<file path="src/rtl/citrus_intc_pkg.sv">
`default_nettype none
// ============================================================================
// Module   : citrus_intc_pkg
// Purpose  : Shared definitions for the interrupt vector controller:
//            controller state encoding, configuration-target select codes
//            and the vector arithmetic helper.
// Ports    : none (package)
// Revision : 1.0 - initial release
// ============================================================================
package citrus_intc_pkg;

  typedef enum logic [1:0] {
    IDLE    = 2'd0,
    REQ     = 2'd1,
    SERVICE = 2'd2
  } state_t;

  localparam logic CFG_MASK = 1'b0;
  localparam logic CFG_MODE = 1'b1;

  // Vector of a channel before truncation to the output width; the caller
  // narrows the result, which gives the modulo-2^VEC_W wrap.
  function automatic int calc_vector(input int base, input int idx, input int stride);
    return base + idx * stride;
  endfunction

endpackage
`default_nettype wire

</file>
<file path="src/rtl/intc_prio_enc.sv">
`default_nettype none
// ============================================================================
// Module   : intc_prio_enc
// Purpose  : Combinational fixed-priority encoder, lowest index wins.
// Ports    : req   - request vector, N_CH bits
//            valid - at least one request bit set
//            idx   - index of the lowest set request bit (0 when none)
// Revision : 1.0 - initial release
// ============================================================================
module intc_prio_enc #(
  parameter int N_CH  = 8,
  parameter int IDX_W = (N_CH > 1) ? $clog2(N_CH) : 1
) (
  input  logic [N_CH-1:0]  req,
  output logic             valid,
  output logic [IDX_W-1:0] idx
);

  // Scan from the top down so the last (lowest) set bit overwrites.
  always_comb begin
    valid = |req;
    idx   = '0;
    for (int i = N_CH - 1; i >= 0; i--) begin
      if (req[i]) idx = IDX_W'(i);
    end
  end

endmodule
`default_nettype wire

</file>
<file path="src/rtl/irq_vector_ctrl.sv">
`default_nettype none
// ============================================================================
// Module   : irq_vector_ctrl
// Purpose  : N_CH-channel interrupt controller producing the CPU vector.
//            Per-channel mask and edge/level mode, fixed lowest-index
//            priority, req/ack handshake and in-service tracking until eoi.
// Ports    : clk        - system clock, rising edge
//            clr        - synchronous active-high reset
//            irq        - raw interrupt lines
//            cfg_we     - configuration write strobe
//            cfg_sel    - 0: mask register, 1: mode register (1 = edge)
//            cfg_wdata  - configuration write data
//            int_req    - interrupt request to the CPU
//            int_vector - vector of the requested channel
//            int_ack    - CPU accepts the current request
//            eoi        - CPU end-of-interrupt
//            pending    - pending register
//            in_service - one-hot in-service channel, or 0
// Revision : 1.0 - initial release
// ============================================================================
module irq_vector_ctrl
  import citrus_intc_pkg::*;
#(
  parameter int               N_CH       = 8,
  parameter int               VEC_W      = 8,
  parameter logic [VEC_W-1:0] VEC_BASE   = '0,
  parameter int               VEC_STRIDE = 4
) (
  input  logic             clk,
  input  logic             clr,
  input  logic [N_CH-1:0]  irq,
  input  logic             cfg_we,
  input  logic             cfg_sel,
  input  logic [N_CH-1:0]  cfg_wdata,
  output logic             int_req,
  output logic [VEC_W-1:0] int_vector,
  input  logic             int_ack,
  input  logic             eoi,
  output logic [N_CH-1:0]  pending,
  output logic [N_CH-1:0]  in_service
);

  localparam int IDX_W = (N_CH > 1) ? $clog2(N_CH) : 1;

  logic [N_CH-1:0]  r_mask;
  logic [N_CH-1:0]  r_mode;
  logic [N_CH-1:0]  r_irq_d;
  logic [N_CH-1:0]  r_pending;
  state_t           r_state;
  logic [IDX_W-1:0] r_idx;
  logic             r_int_req;
  logic [VEC_W-1:0] r_int_vector;
  logic [N_CH-1:0]  r_in_service;

  logic [N_CH-1:0]  w_rise;
  logic [N_CH-1:0]  w_eligible;
  logic             w_enc_valid;
  logic [IDX_W-1:0] w_enc_idx;
  logic [VEC_W-1:0] w_vec;
  logic [N_CH-1:0]  w_onehot;
  logic             w_withdraw;
  logic [N_CH-1:0]  w_mode_chg;
  logic [N_CH-1:0]  w_ack_clr;
  logic [N_CH-1:0]  w_pending_n;
  state_t           w_state_n;
  logic [IDX_W-1:0] w_idx_n;
  logic             w_req_n;
  logic [VEC_W-1:0] w_vec_n;
  logic [N_CH-1:0]  w_insvc_n;

  assign w_rise     = irq & ~r_irq_d;
  assign w_eligible = r_pending & ~r_mask;
  assign w_onehot   = N_CH'(1) << r_idx;
  assign w_vec      = VEC_W'(calc_vector(int'(VEC_BASE), int'(w_enc_idx), VEC_STRIDE));

  // The latched request goes away when its channel becomes masked or, for a
  // level channel, when its (registered) line has dropped.
  assign w_withdraw = r_mask[r_idx] | (~r_mode[r_idx] & ~r_pending[r_idx]);

  // Any channel whose mode flips this cycle loses its pending bit.
  assign w_mode_chg = (cfg_we && (cfg_sel == CFG_MODE)) ? (cfg_wdata ^ r_mode) : '0;

  intc_prio_enc #(
    .N_CH  (N_CH),
    .IDX_W (IDX_W)
  ) u_prio_enc (
    .req   (w_eligible),
    .valid (w_enc_valid),
    .idx   (w_enc_idx)
  );

  always_comb begin
    w_state_n = r_state;
    w_idx_n   = r_idx;
    w_req_n   = r_int_req;
    w_vec_n   = r_int_vector;
    w_insvc_n = r_in_service;
    w_ack_clr = '0;
    unique case (r_state)
      IDLE: begin
        if (w_enc_valid) begin
          w_state_n = REQ;
          w_idx_n   = w_enc_idx;
          w_req_n   = 1'b1;
          w_vec_n   = w_vec;
        end
      end
      REQ: begin
        // Ack takes precedence over withdrawal.
        if (int_ack) begin
          w_state_n = SERVICE;
          w_req_n   = 1'b0;
          w_insvc_n = w_onehot;
          w_ack_clr = w_onehot & r_mode;
        end else if (w_withdraw) begin
          w_state_n = IDLE;
          w_req_n   = 1'b0;
        end
      end
      SERVICE: begin
        if (eoi) begin
          w_state_n = IDLE;
          w_insvc_n = '0;
        end
      end
      default: begin
        w_state_n = IDLE;
        w_req_n   = 1'b0;
        w_insvc_n = '0;
      end
    endcase
  end

  // Edge channels: a new rise beats the ack clear. Level channels mirror irq.
  assign w_pending_n = ((r_mode & ((r_pending & ~w_ack_clr) | w_rise)) |
                        (~r_mode & irq)) & ~w_mode_chg;

  always_ff @(posedge clk) begin
    if (clr) begin
      r_mask       <= '1;
      r_mode       <= '0;
      r_irq_d      <= '0;
      r_pending    <= '0;
      r_state      <= IDLE;
      r_idx        <= '0;
      r_int_req    <= 1'b0;
      r_int_vector <= '0;
      r_in_service <= '0;
    end else begin
      r_irq_d      <= irq;
      r_pending    <= w_pending_n;
      r_state      <= w_state_n;
      r_idx        <= w_idx_n;
      r_int_req    <= w_req_n;
      r_int_vector <= w_vec_n;
      r_in_service <= w_insvc_n;
      if (cfg_we) begin
        if (cfg_sel == CFG_MODE) r_mode <= cfg_wdata;
        else                     r_mask <= cfg_wdata;
      end
    end
  end

  assign int_req    = r_int_req;
  assign int_vector = r_int_vector;
  assign pending    = r_pending;
  assign in_service = r_in_service;

endmodule
`default_nettype wire

</file>
<file path="config.mk">
export PLATFORM = sky130hd
export DESIGN_NAME = irq_vector_ctrl
export DESIGN_NICKNAME = d
export VERILOG_FILES = /design/src/rtl/citrus_intc_pkg.sv /design/src/rtl/intc_prio_enc.sv /design/src/rtl/irq_vector_ctrl.sv
export SDC_FILE = /design/constraint.sdc
export NUM_CORES = 1
export LEC_CHECK = 0
export BUFFER_PORTS_ARGS = -buffer_cell sky130_fd_sc_hd__buf_2
export CAP_MARGIN = 20
export CORE_MARGIN = 2
export CORE_UTILIZATION = 33
export CTS_BUF_LIST = sky130_fd_sc_hd__clkbuf_8 sky130_fd_sc_hd__clkbuf_16
export DETAILED_ROUTE_END_ITERATION = 10
export PLACE_DENSITY = 0.54
export SLEW_MARGIN = 20
export SYNTH_ARGS = -nofsm -noshare
export SYNTH_HDL_FRONTEND = slang
export SYNTH_SLANG_ARGS = --single-unit
</file>
<file path="constraint.sdc">
create_clock -name clk -period 4.6 [get_ports clk]
set_input_delay 0.69 -clock clk [delete_from_list [all_inputs] [get_ports clk]]
set_output_delay 0.69 -clock clk [all_outputs]
set_load 0.01 [all_outputs]
</file>
==> summary.txt, run 1 <==
Die
  • I/O Pins: 47
  • Initial Util: 0.345
  • Core area: 5960 um^2
  • Std cell rows: 28
  • Die Y: 82.9 um
  • DIE AREA: roughly 7000 um^2
  • Die span in x: 82.9 um

Global routing
  • First-pass GRT wire length: approximately 9 mm
  • Initial antenna violation count: 0
  • All-Layer GR Usage: 0.158
  • Vias in the first global route: 1754
  • Largest net degree at the start of global routing: 48
  • Total congestion overflow: 0

Power and ir drop
  • Pleak: 0.971 nW
  • Power per cell area: 328 nW/um^2
  • Total Power: 0.000781 W
  • Peak VDD IR: 0.142 mV

STA
  • Max Slew Vio Count: 0
  • Final TNS setup: 0 ns
  • Tmin final: 2.15 ns
  • Maximum operating frequency: ~470 MHz
  • Slew HR: 0.475
  • RSZ-0062 raised after global routing: no
  • Period utilization: 0.467
  • Fin. Hold Viols: 0
  • Worst Max-Slew Pin Slew: 0.787 ns
  • Final setup viols: 0
  • PnR worst setup slack: 2.45 ns
  • Final clock skew: 0.00348 ns

Synth
  • Fraction of registers with async set/reset: 0
  • Syn avg cell area: 8.27 um^2
  • Synth Warn #: 0
  • #FFs+latches synth: 46
  • Most used DFF post-synth: dfxtp_1
  • Sequential cell area fraction in the yosys report: 0.449
  • Cells after Synth: 248
  • Mapped cell area: 2050 um^2
  • Post-synth EDFFs: 0
  • Synth cell types: 36

Drt
  • Starting DRT DRC Count: 150
  • Vias post-DR: 1882
  • Final WL: around 5.2 mm
  • DRC Markers: 0
  • DRT antenna net count: 0
  • WL/cell: 14.5 um
  • Number of vias per cell: 5.21
  • First-pass iteration count of the detailed router: 4

CTS
  • Clk slew on worst S/H paths: 0.08 ns
  • Hold bufs inserted after CTS: 0
  • CTS tree: built
  • Total CTS buffers: 5
  • Sink Count: between 40 and 50
  • H-tree depth: 2
  • CTS root buf: clkbuf_8
  • CTS-repair resized insts: 0
  • Clock Latency Late Sink: 0.29 ns
  • CTS Buffer Depth: 2
  • Post-CTS Setup Inserts: 0

Critical path
  • Crit. End Element: register
  • Crit Path Class: register to register
  • Worst-path cell with the longest stage delay: dfxtp_1
  • CP cell instances: mux4_1 > mux2i_1 > o41ai_1 > o41a_1 > o21ai_1
  • CP top delay family: multiplexers
  • Critical Path Source Type: register
  • CP max stage delay: 0.64 ns
  • Worst Path Buf+Inv: 0
  • Worst EP arrival: 2.37 ns
  • Critical path data required time: 4.82 ns
  • Worst-path maximum fanout: 14

Placed design
  • DP Worst Slack: 2.54 ns
  • DP HPWL: about 3.9 mm
  • Number of port buffers: 41
  • RePlAce Congestion: 0.841

Run status
  • Outcome: complete, no violations

Cells and area
  • Diode count: 0
  • Nets: ~310
  • Area Growth Syn to Fin: 16.0%
  • Share of cells above drive strength 1: 0.178

Hold path
  • Hold Path Class: register to register

Flow run
  • Number of max-cap violations: 0
[cell type report]
cell class,count,area [um^2]
Sequential cell,46,921
Timing Repair Buffer,41,205
Fill cell,650,3580
Tap cell,75,93.8
Multi-Input combinational cell,189,1060
Inverter,2,7.51
Clock buffer,6,82.6
Clock inverter,2,8.76
[per-stage QoR]
step / instances / utilization / hold slack, ns / area [um^2]
after global routing: 361 / 0.400 / 0.496 / 2380
after detailed placement: 353 / 0.384 / 0.443 / 2290
final: 361 / 0.400 / 0.454 / 2380
after CTS: 361 / 0.400 / 0.455 / 2380
after global placement: 353 / 0.384 / 0.440 / 2290
after floorplan: 252 / - / 0.443 / 2070
[power by group]
part / switching (W) / internal, W
Combinational: 0.0000527 / 0.0000409
Sequential: 0.0000215 / 0.000418
Clock: 0.000129 / 0.000119
[kinds of logic after synthesis]
kind of cell / Yosys count / synth area share
muxes: 3 / 0.0305
buffers and inverters: 17 / 0.0415
AOI/OAI and AO/OA: 63 / 0.195
other: 1 / 0.00183
DFF: 46 / 0.449
and+or+nand+nor: 118 / 0.283
[flip-flops by register name, indices dropped and copies added (netlist names)]
register,flops
r_mode,8
r_mask,8
r_irq_d,8
in_service,8
int_req,1
pending,8
r_state,2
r_idx,3
[synth_stat cells (2+ instances only)]
cell type	n	area share
nand2_1	56	0.10
dfxtp_1	46	0.45
a21oi_1	31	0.076
nor2b_1	14	0.043
nor2_1	13	0.024
nand2b_1	10	0.030
a22oi_1	8	0.029
clkbuf_1	8	0.015
nand3b_1	8	0.029
a2111oi_0	7	0.030
buf_4	5	0.018
nand3_1	4	0.0098
o21a_1	4	0.015
o21ai_0	4	0.0098
a211oi_1	2	0.0073
buf_2	2	0.0049
inv_1	2	0.0037
mux4_1	2	0.026
nand4_1	2	0.0061
nor3_1	2	0.0049
nor4_1	2	0.0061
or3b_1	2	0.0085
[metal layers]
metal	wire length, um	share of wire	global-route usage
met3	261	0.050	0.0358
met4	38	0.0073	0.0402
met5	0	0	0
met1	2590	0.49	0.222
met2	2350	0.45	0.246
[worst register-to-register path: cells and delay by family, from the launching register on]
family / cells / cell delay [ns]
AOI/OAI and AO/OA: 3 / 0.67
DFF: 1 / 0.64
muxes: 2 / 0.78
[worst paths after layout]
check	depth (start not counted)	slack (ns)	start	endpoint
worst max-delay path	5	2.45	r_idx[1]	int_req
worst min-delay path	2	0.45	in_service[7]	in_service[7]
worst max register to register	5	2.45	r_idx[1]	int_req
worst min register to register	2	0.45	in_service[7]	in_service[7]
[placed cells by master (no fill, tap or decap), types with 6 or more instances in the layout]
master / n
nand2_1: 56
dfxtp_1: 46
buf_2: 41
a21oi_1: 31
nor2b_1: 14
nor2_1: 13
nand2b_1: 10
nand3b_1: 8
a22oi_1: 8
a2111oi_0: 7
clkbuf_8: 6
Note: power is estimated with default switching activity, not from simulation.
==> inputs of run 2 (changes only) <==
Settings changed: PLACE_DENSITY 0.54 to 0.56.
Clock period 4.6 ns to 1.95 ns, I/O delays scaled along.
==> run 2 against run 1 <==
  * Design area rose by 2.2%
  * Clock power increased by 140%
  * Worst hold slack lost 0.22 ns
  * Fmax grew 22%
  * Sequential power up 130%
  * Combinational power increased to 2.6 times the previous value
  * Die area unchanged
  * Final cell count rose by 1.7%
  * Worst setup slack got worse by 2.3 ns
  * Critical endpoint unchanged
==> summary.txt, run 2 (synthesized netlist as in run 1, its figures left out) <==
Power and ir drop
  • Peak VDD IR: 0.394 mV (was 0.142 mV)
  • Power per cell area: 769 nW/um^2 (was 328 nW/um^2)
  • Pleak: 1.01 nW (was 0.971 nW)
  • Total Power: 0.00187 W (was 0.000781 W)

Cells and area
  • Area Growth Syn to Fin: 18.5% (was 16.0%)
  • Commonest non-fill, non-tap cell in the layout: nand2_1 (unchanged)
  • Diode count: 0 (unchanged)
  • Nets: 313 (was 307)
  • Share of cells above drive strength 1: 0.212 (was 0.178)
  • Final Non-Filler Cells: 367 (was 361)
  • Most frequent cells in the layout: nand2_1, dfxtp_1, buf_2 (unchanged)

Drt
  • First-pass iteration count of the detailed router: 4 (unchanged)
  • Number of vias per cell: 5.09 (was 5.21)
  • DRC Markers: 0 (unchanged)
  • Vias post-DR: 1867 (was 1882)
  • Final WL: 5.36 mm (was 5.24 mm)
  • WL/cell: 14.6 um (was 14.5 um)
  • DRT antenna net count: 0 (unchanged)
  • Starting DRT DRC Count: 90 (was 150)

STA
  • Slew HR: 0.631 (was 0.475)
  • Final setup viols: 0 (unchanged)
  • Fin. Hold Viols: 0 (unchanged)
  • Tmin final: 1.77 ns (was 2.15 ns)
  • RSZ-0062 raised after global routing: no (unchanged)
  • Maximum operating frequency: 566 MHz (was 465 MHz)
  • Period utilization: 0.905 (was 0.467)
  • Final TNS setup: 0 ns (unchanged)
  • Max Slew Vio Count: 0 (unchanged)
  • Final clock skew: 0.0111 ns (was 0.00348 ns)
  • Worst Max-Slew Pin Slew: 0.552 ns (was 0.787 ns)

CTS
  • Total CTS buffers: 5 (unchanged)
  • H-tree depth: 2 (unchanged)
  • Clock Latency Late Sink: 0.30 ns (was 0.29 ns)
  • Clk slew on worst S/H paths: 0.09 ns (was 0.08 ns)
  • Sink Count: 46 (unchanged)
  • CTS Buffer Depth: 2 (unchanged)
  • CTS tree: built (unchanged)
  • CTS root buf: clkbuf_8 (unchanged)
  • Post-CTS Setup Inserts: 0 (unchanged)
  • Hold bufs inserted after CTS: 0 (unchanged)

Die
  • DIE AREA: 6860 um^2 (unchanged)
  • Die Y: 82.9 um (unchanged)
  • Core area: 5960 um^2 (unchanged)
  • I/O Pins: 47 (unchanged)
  • Std cell rows: 28 (unchanged)
  • Die span in x: 82.9 um (unchanged)
  • Initial Util: 0.345 (unchanged)

Critical path
  • CP cell instances: mux4_2 > mux2i_2 > o41ai_2 > o41a_1 > o21ai_1 (was mux4_1 > mux2i_1 > o41ai_1 > o41a_1 > o21ai_1)
  • Worst Path Buf+Inv: 0 (unchanged)
  • Reg2reg setup slack: 0.18 ns (was 2.45 ns)
  • CP max stage delay: 0.51 ns (was 0.64 ns)
  • Crit. End Element: register (unchanged)
  • CP top delay family: multiplexers (unchanged)
  • Critical Path Source Type: register (unchanged)
  • Crit Path Class: register to register (unchanged)
  • Worst-path maximum fanout: 5 (was 14)
  • Critical path data required time: 2.19 ns (was 4.82 ns)
  • Worst-path cell with the longest stage delay: mux4_2 (was dfxtp_1)
  • Worst EP arrival: 2.01 ns (was 2.37 ns)

Global routing
  • Total congestion overflow: 0 (unchanged)
  • All-Layer GR Usage: 0.157 (was 0.158)
  • Largest net degree at the start of global routing: 47 (was 48)
  • Initial antenna violation count: 0 (unchanged)
  • First-pass GRT wire length: 8.80 mm (was 8.89 mm)
  • Vias in the first global route: 1762 (was 1754)

Placed design
  • Number of port buffers: 41 (unchanged)
  • Dpl cells: 360 (was 353)
  • DP HPWL: 3.92 mm (was 3.87 mm)
  • RePlAce Congestion: 0.899 (was 0.841)

Hold path
  • Hold Path Class: primary input to register (was register to register)

Run status
  • Outcome: complete, no violations (unchanged)

Flow run
  • Number of max-cap violations: 0 (unchanged)
## run 2: area by class of cell
| type | instances | area (um^2) |
|---|---|---|
| clock inverter | 2 | 8.76 |
| inverter | 2 | 7.51 |
| tap | 75 | 93.8 |
| clock buffer | 6 | 82.6 |
| multi-input combinational | 189 | 1060 |
| timing repair buffer | 47 | 250 |
| sequential | 46 | 925 |
| fill | 653 | 3520 |
## run 2: final timing paths
check / from / end / cells after the start
max: r_idx[1] / int_req / 5
min: cfg_wdata[7] / r_mask[7] / 3
max reg2reg: r_idx[1] / int_req / 5
min reg2reg: in_service[4] / in_service[4] / 2
## run 2: routing by layer
layer | part of all wire | vias up | GRT usage
met1 | 0.49 | 864 | 0.219
li1 | - | 949 | -
met5 | 0 | - | 0
met3 | 0.041 | 8 | 0.0378
met2 | 0.45 | 46 | 0.241
met4 | 0.015 | 0 | 0.0492
## run 2: report_power, final
group | internal [W] | switching [W] | leakage [nW] | total, W
sequential | 0.000986 | 0.0000469 | 0.378 | 0.00103
combinational | 0.000108 | 0.000132 | 0.578 | 0.000240
clock | 0.000281 | 0.000317 | 0.0524 | 0.000598
## run 2: worst register-to-register path, cell delays in order, from the launching register on
cell,delay (ns)
dfxtp_4,0.38
mux4_2,0.51
mux2i_2,0.19
o41ai_2,0.13
o41a_1,0.38
o21ai_1,0.11
## run 2: what timing repair did
item	4_1_cts	5_1_grt
resized for setup	1	5
setup endpoints to repair	1	1
pin swaps	0	1
## run 2: through the flow
stage / utilization / cell area [um^2] / hold slack (ns) / setup slack [ns]
6_report: 0.408 / 2430 / 0.230 / 0.185
5_1_grt: 0.408 / 2430 / 0.228 / 0.0966
4_1_cts: 0.409 / 2430 / 0.228 / 0.0488
3_5_place_dp: 0.393 / 2340 / 0.445 / 0.0236
3_3_place_gp: 0.393 / 2340 / 0.442 / 0.0768
2_1_floorplan: - / 2070 / 0.410 / 0.210
==> inputs of run 3 (changes only) <==
Settings changed: CELL_PAD_IN_SITES_DETAIL_PLACEMENT from default to 0, CELL_PAD_IN_SITES_GLOBAL_PLACEMENT from default to 2, CORE_UTILIZATION 33 to 28, PLACE_DENSITY 0.56 to 0.76.
==> run 3 against run 2 <==
  * Register-to-register slack lost 0.07 ns
  * Wire length grew 6.1%
  * Sequential power is essentially flat
  * Count of clock-buffer cells in the layout unchanged
  * Flip-flop and latch count unchanged
  * Via count down 1.2%
  * Die area increased by 17%
  * Utilization decreased by 6.5 points
  * Sequential share of layout area shrank 0.58 points
  * Combinational power barely moved
  * Largest power group unchanged
  * Highest routed layer unchanged
==> summary.txt, run 3 (synthesized netlist as in run 1, its figures left out) <==
Critical path
  • Reg2Reg Launch Point: r_mode[3] (was r_idx[1])
  • Crit Path Class: register to register (unchanged)
  • Reg2reg setup slack: 0.11 ns (was 0.18 ns)
  • Crit. End Element: register (unchanged)
  • Worst EP arrival: 2.04 ns (was 2.01 ns)
  • Worst-path maximum fanout: 5 (unchanged)
  • Critical path origin: r_mode[3] (was r_idx[1])
  • Critical path data required time: 2.15 ns (was 2.19 ns)
  • Critical Path Source Type: register (unchanged)

Drt
  • DRC Markers: 0 (unchanged)
  • Number of vias per cell: 4.71 (was 5.09)
  • First-pass iteration count of the detailed router: 4 (unchanged)
  • Final WL: 5.69 mm (was 5.36 mm)
  • Starting DRT DRC Count: 127 (was 90)
  • DRT antenna net count: 0 (unchanged)
  • WL/cell: 14.5 um (was 14.6 um)
  • Vias post-DR: 1845 (was 1867)

Hold path
  • Hold Path Class: primary input to register (unchanged)
  • Hold_sp: irq[7] (was cfg_wdata[7])

Global routing
  • First-pass GRT wire length: 9.17 mm (was 8.80 mm)
  • All-Layer GR Usage: 0.151 (was 0.157)
  • Vias in the first global route: 1790 (was 1762)
  • Largest net degree at the start of global routing: 47 (unchanged)
  • Initial antenna violation count: 0 (unchanged)
  • Total congestion overflow: 0 (unchanged)

Power and ir drop
  • Peak VDD IR: 0.240 mV (was 0.394 mV)
  • Power per cell area: 757 nW/um^2 (was 769 nW/um^2)
  • Pleak: 1.01 nW (about the same)
  • Total Power: 0.00187 W (about the same)

STA
  • Final clock skew: 0.00767 ns (was 0.0111 ns)
  • Worst Max-Slew Pin Slew: 0.594 ns (was 0.552 ns)
  • Max Slew Vio Count: 0 (unchanged)
  • Final TNS setup: 0 ns (unchanged)
  • Final setup viols: 0 (unchanged)
  • Maximum operating frequency: 544 MHz (was 566 MHz)
  • Slew HR: 0.599 (was 0.631)
  • RSZ-0062 raised after global routing: no (unchanged)
  • Period utilization: 0.942 (was 0.905)
  • Tmin final: 1.84 ns (was 1.77 ns)
  • Fin. Hold Viols: 0 (unchanged)

Cells and area
  • Most frequent cells in the layout: nand2_1, dfxtp_1, buf_2 (unchanged)
  • Area Growth Syn to Fin: 20.1% (was 18.5%)
  • Share of cells above drive strength 1: 0.201 (was 0.212)
  • Diode count: 0 (unchanged)
  • Fill cells: 784 (was 653)
  • Commonest non-fill, non-tap cell in the layout: nand2_1 (unchanged)
  • FF/Latch Area: 922 um^2 (was 925 um^2)
  • Nets: 314 (was 313)
  • Area of the multi-input gates: 1060 um^2 (about the same)

Die
  • DIE AREA: 8030 um^2 (was 6860 um^2)
  • I/O Pins: 47 (unchanged)
  • Std cell rows: 31 (was 28)
  • Die Y: 89.6 um (was 82.9 um)
  • Die span in x: 89.6 um (was 82.9 um)
  • Core area: 7180 um^2 (was 5960 um^2)
  • Initial Util: 0.286 (was 0.345)

CTS
  • Sink Count: 46 (unchanged)
  • Total CTS buffers: 5 (unchanged)
  • Clock Latency Late Sink: 0.30 ns (about the same)
  • CTS Buffer Depth: 2 (unchanged)
  • Clk slew on worst S/H paths: 0.09 ns (about the same)
  • CTS tree: built (unchanged)
  • Hold bufs inserted after CTS: 0 (unchanged)
  • CTS root buf: clkbuf_8 (unchanged)
  • Post-CTS Setup Inserts: 0 (unchanged)
  • CTS-repair resized insts: 0 (was 1)
  • H-tree depth: 2 (unchanged)

Flow run
  • Number of max-cap violations: 0 (unchanged)

Placed design
  • DP HPWL: 4.34 mm (was 3.92 mm)
  • RePlAce Congestion: 0.877 (was 0.899)
  • Number of port buffers: 41 (unchanged)

Run status
  • Outcome: complete, no violations (unchanged)
## run 3: metrics by stage
stage	util	instance area [um^2]	setup WS (ns)	hold WS [ns]	cells
floorplan	-	2070	0.210	0.410	252
global placement	0.330	2370	0.151	0.442	384
detailed placement	0.330	2370	0.129	0.448	384
CTS	0.343	2460	0.108	0.227	392
global route	0.343	2460	0.0574	0.237	392
finish	0.343	2460	0.113	0.233	392
## run 3: per-layer routing
layer,track usage,wire length (um)
met1,0.206,2830
met2,0.239,2610
met3,0.0338,206
met4,0.0407,48
met5,0,0
## run 3: final cells by class
| cell class | count | share of cell area |
|---|---|---|
| multi-input combinational | 189 | 0.431 |
| sequential | 46 | 0.374 |
| timing repair buffer | 48 | 0.105 |
| tap | 99 | 0.0503 |
| clock buffer | 6 | 0.0335 |
| clock inverter | 2 | 0.00356 |
| inverter | 2 | 0.00305 |
## run 3: power by group
group | internal, W | switching [W]
Sequential | 0.000987 | 0.0000464
Combinational | 0.000107 | 0.000132
Clock | 0.000281 | 0.000312
## run 3: final timing paths
path,end,depth (start not counted)
worst max-delay path,int_req,5
worst min-delay path,r_irq_d[7],2
worst min register to register,in_service[6],2
worst max register to register,int_req,5
## run 3: critical path: stages, from the launching register on
cell and delay [ns]:
dfxtp_1 0.35, or3b_1 0.38, o311a_1 0.13, o41ai_1 0.60
o41a_1 0.22, o21ai_1 0.06
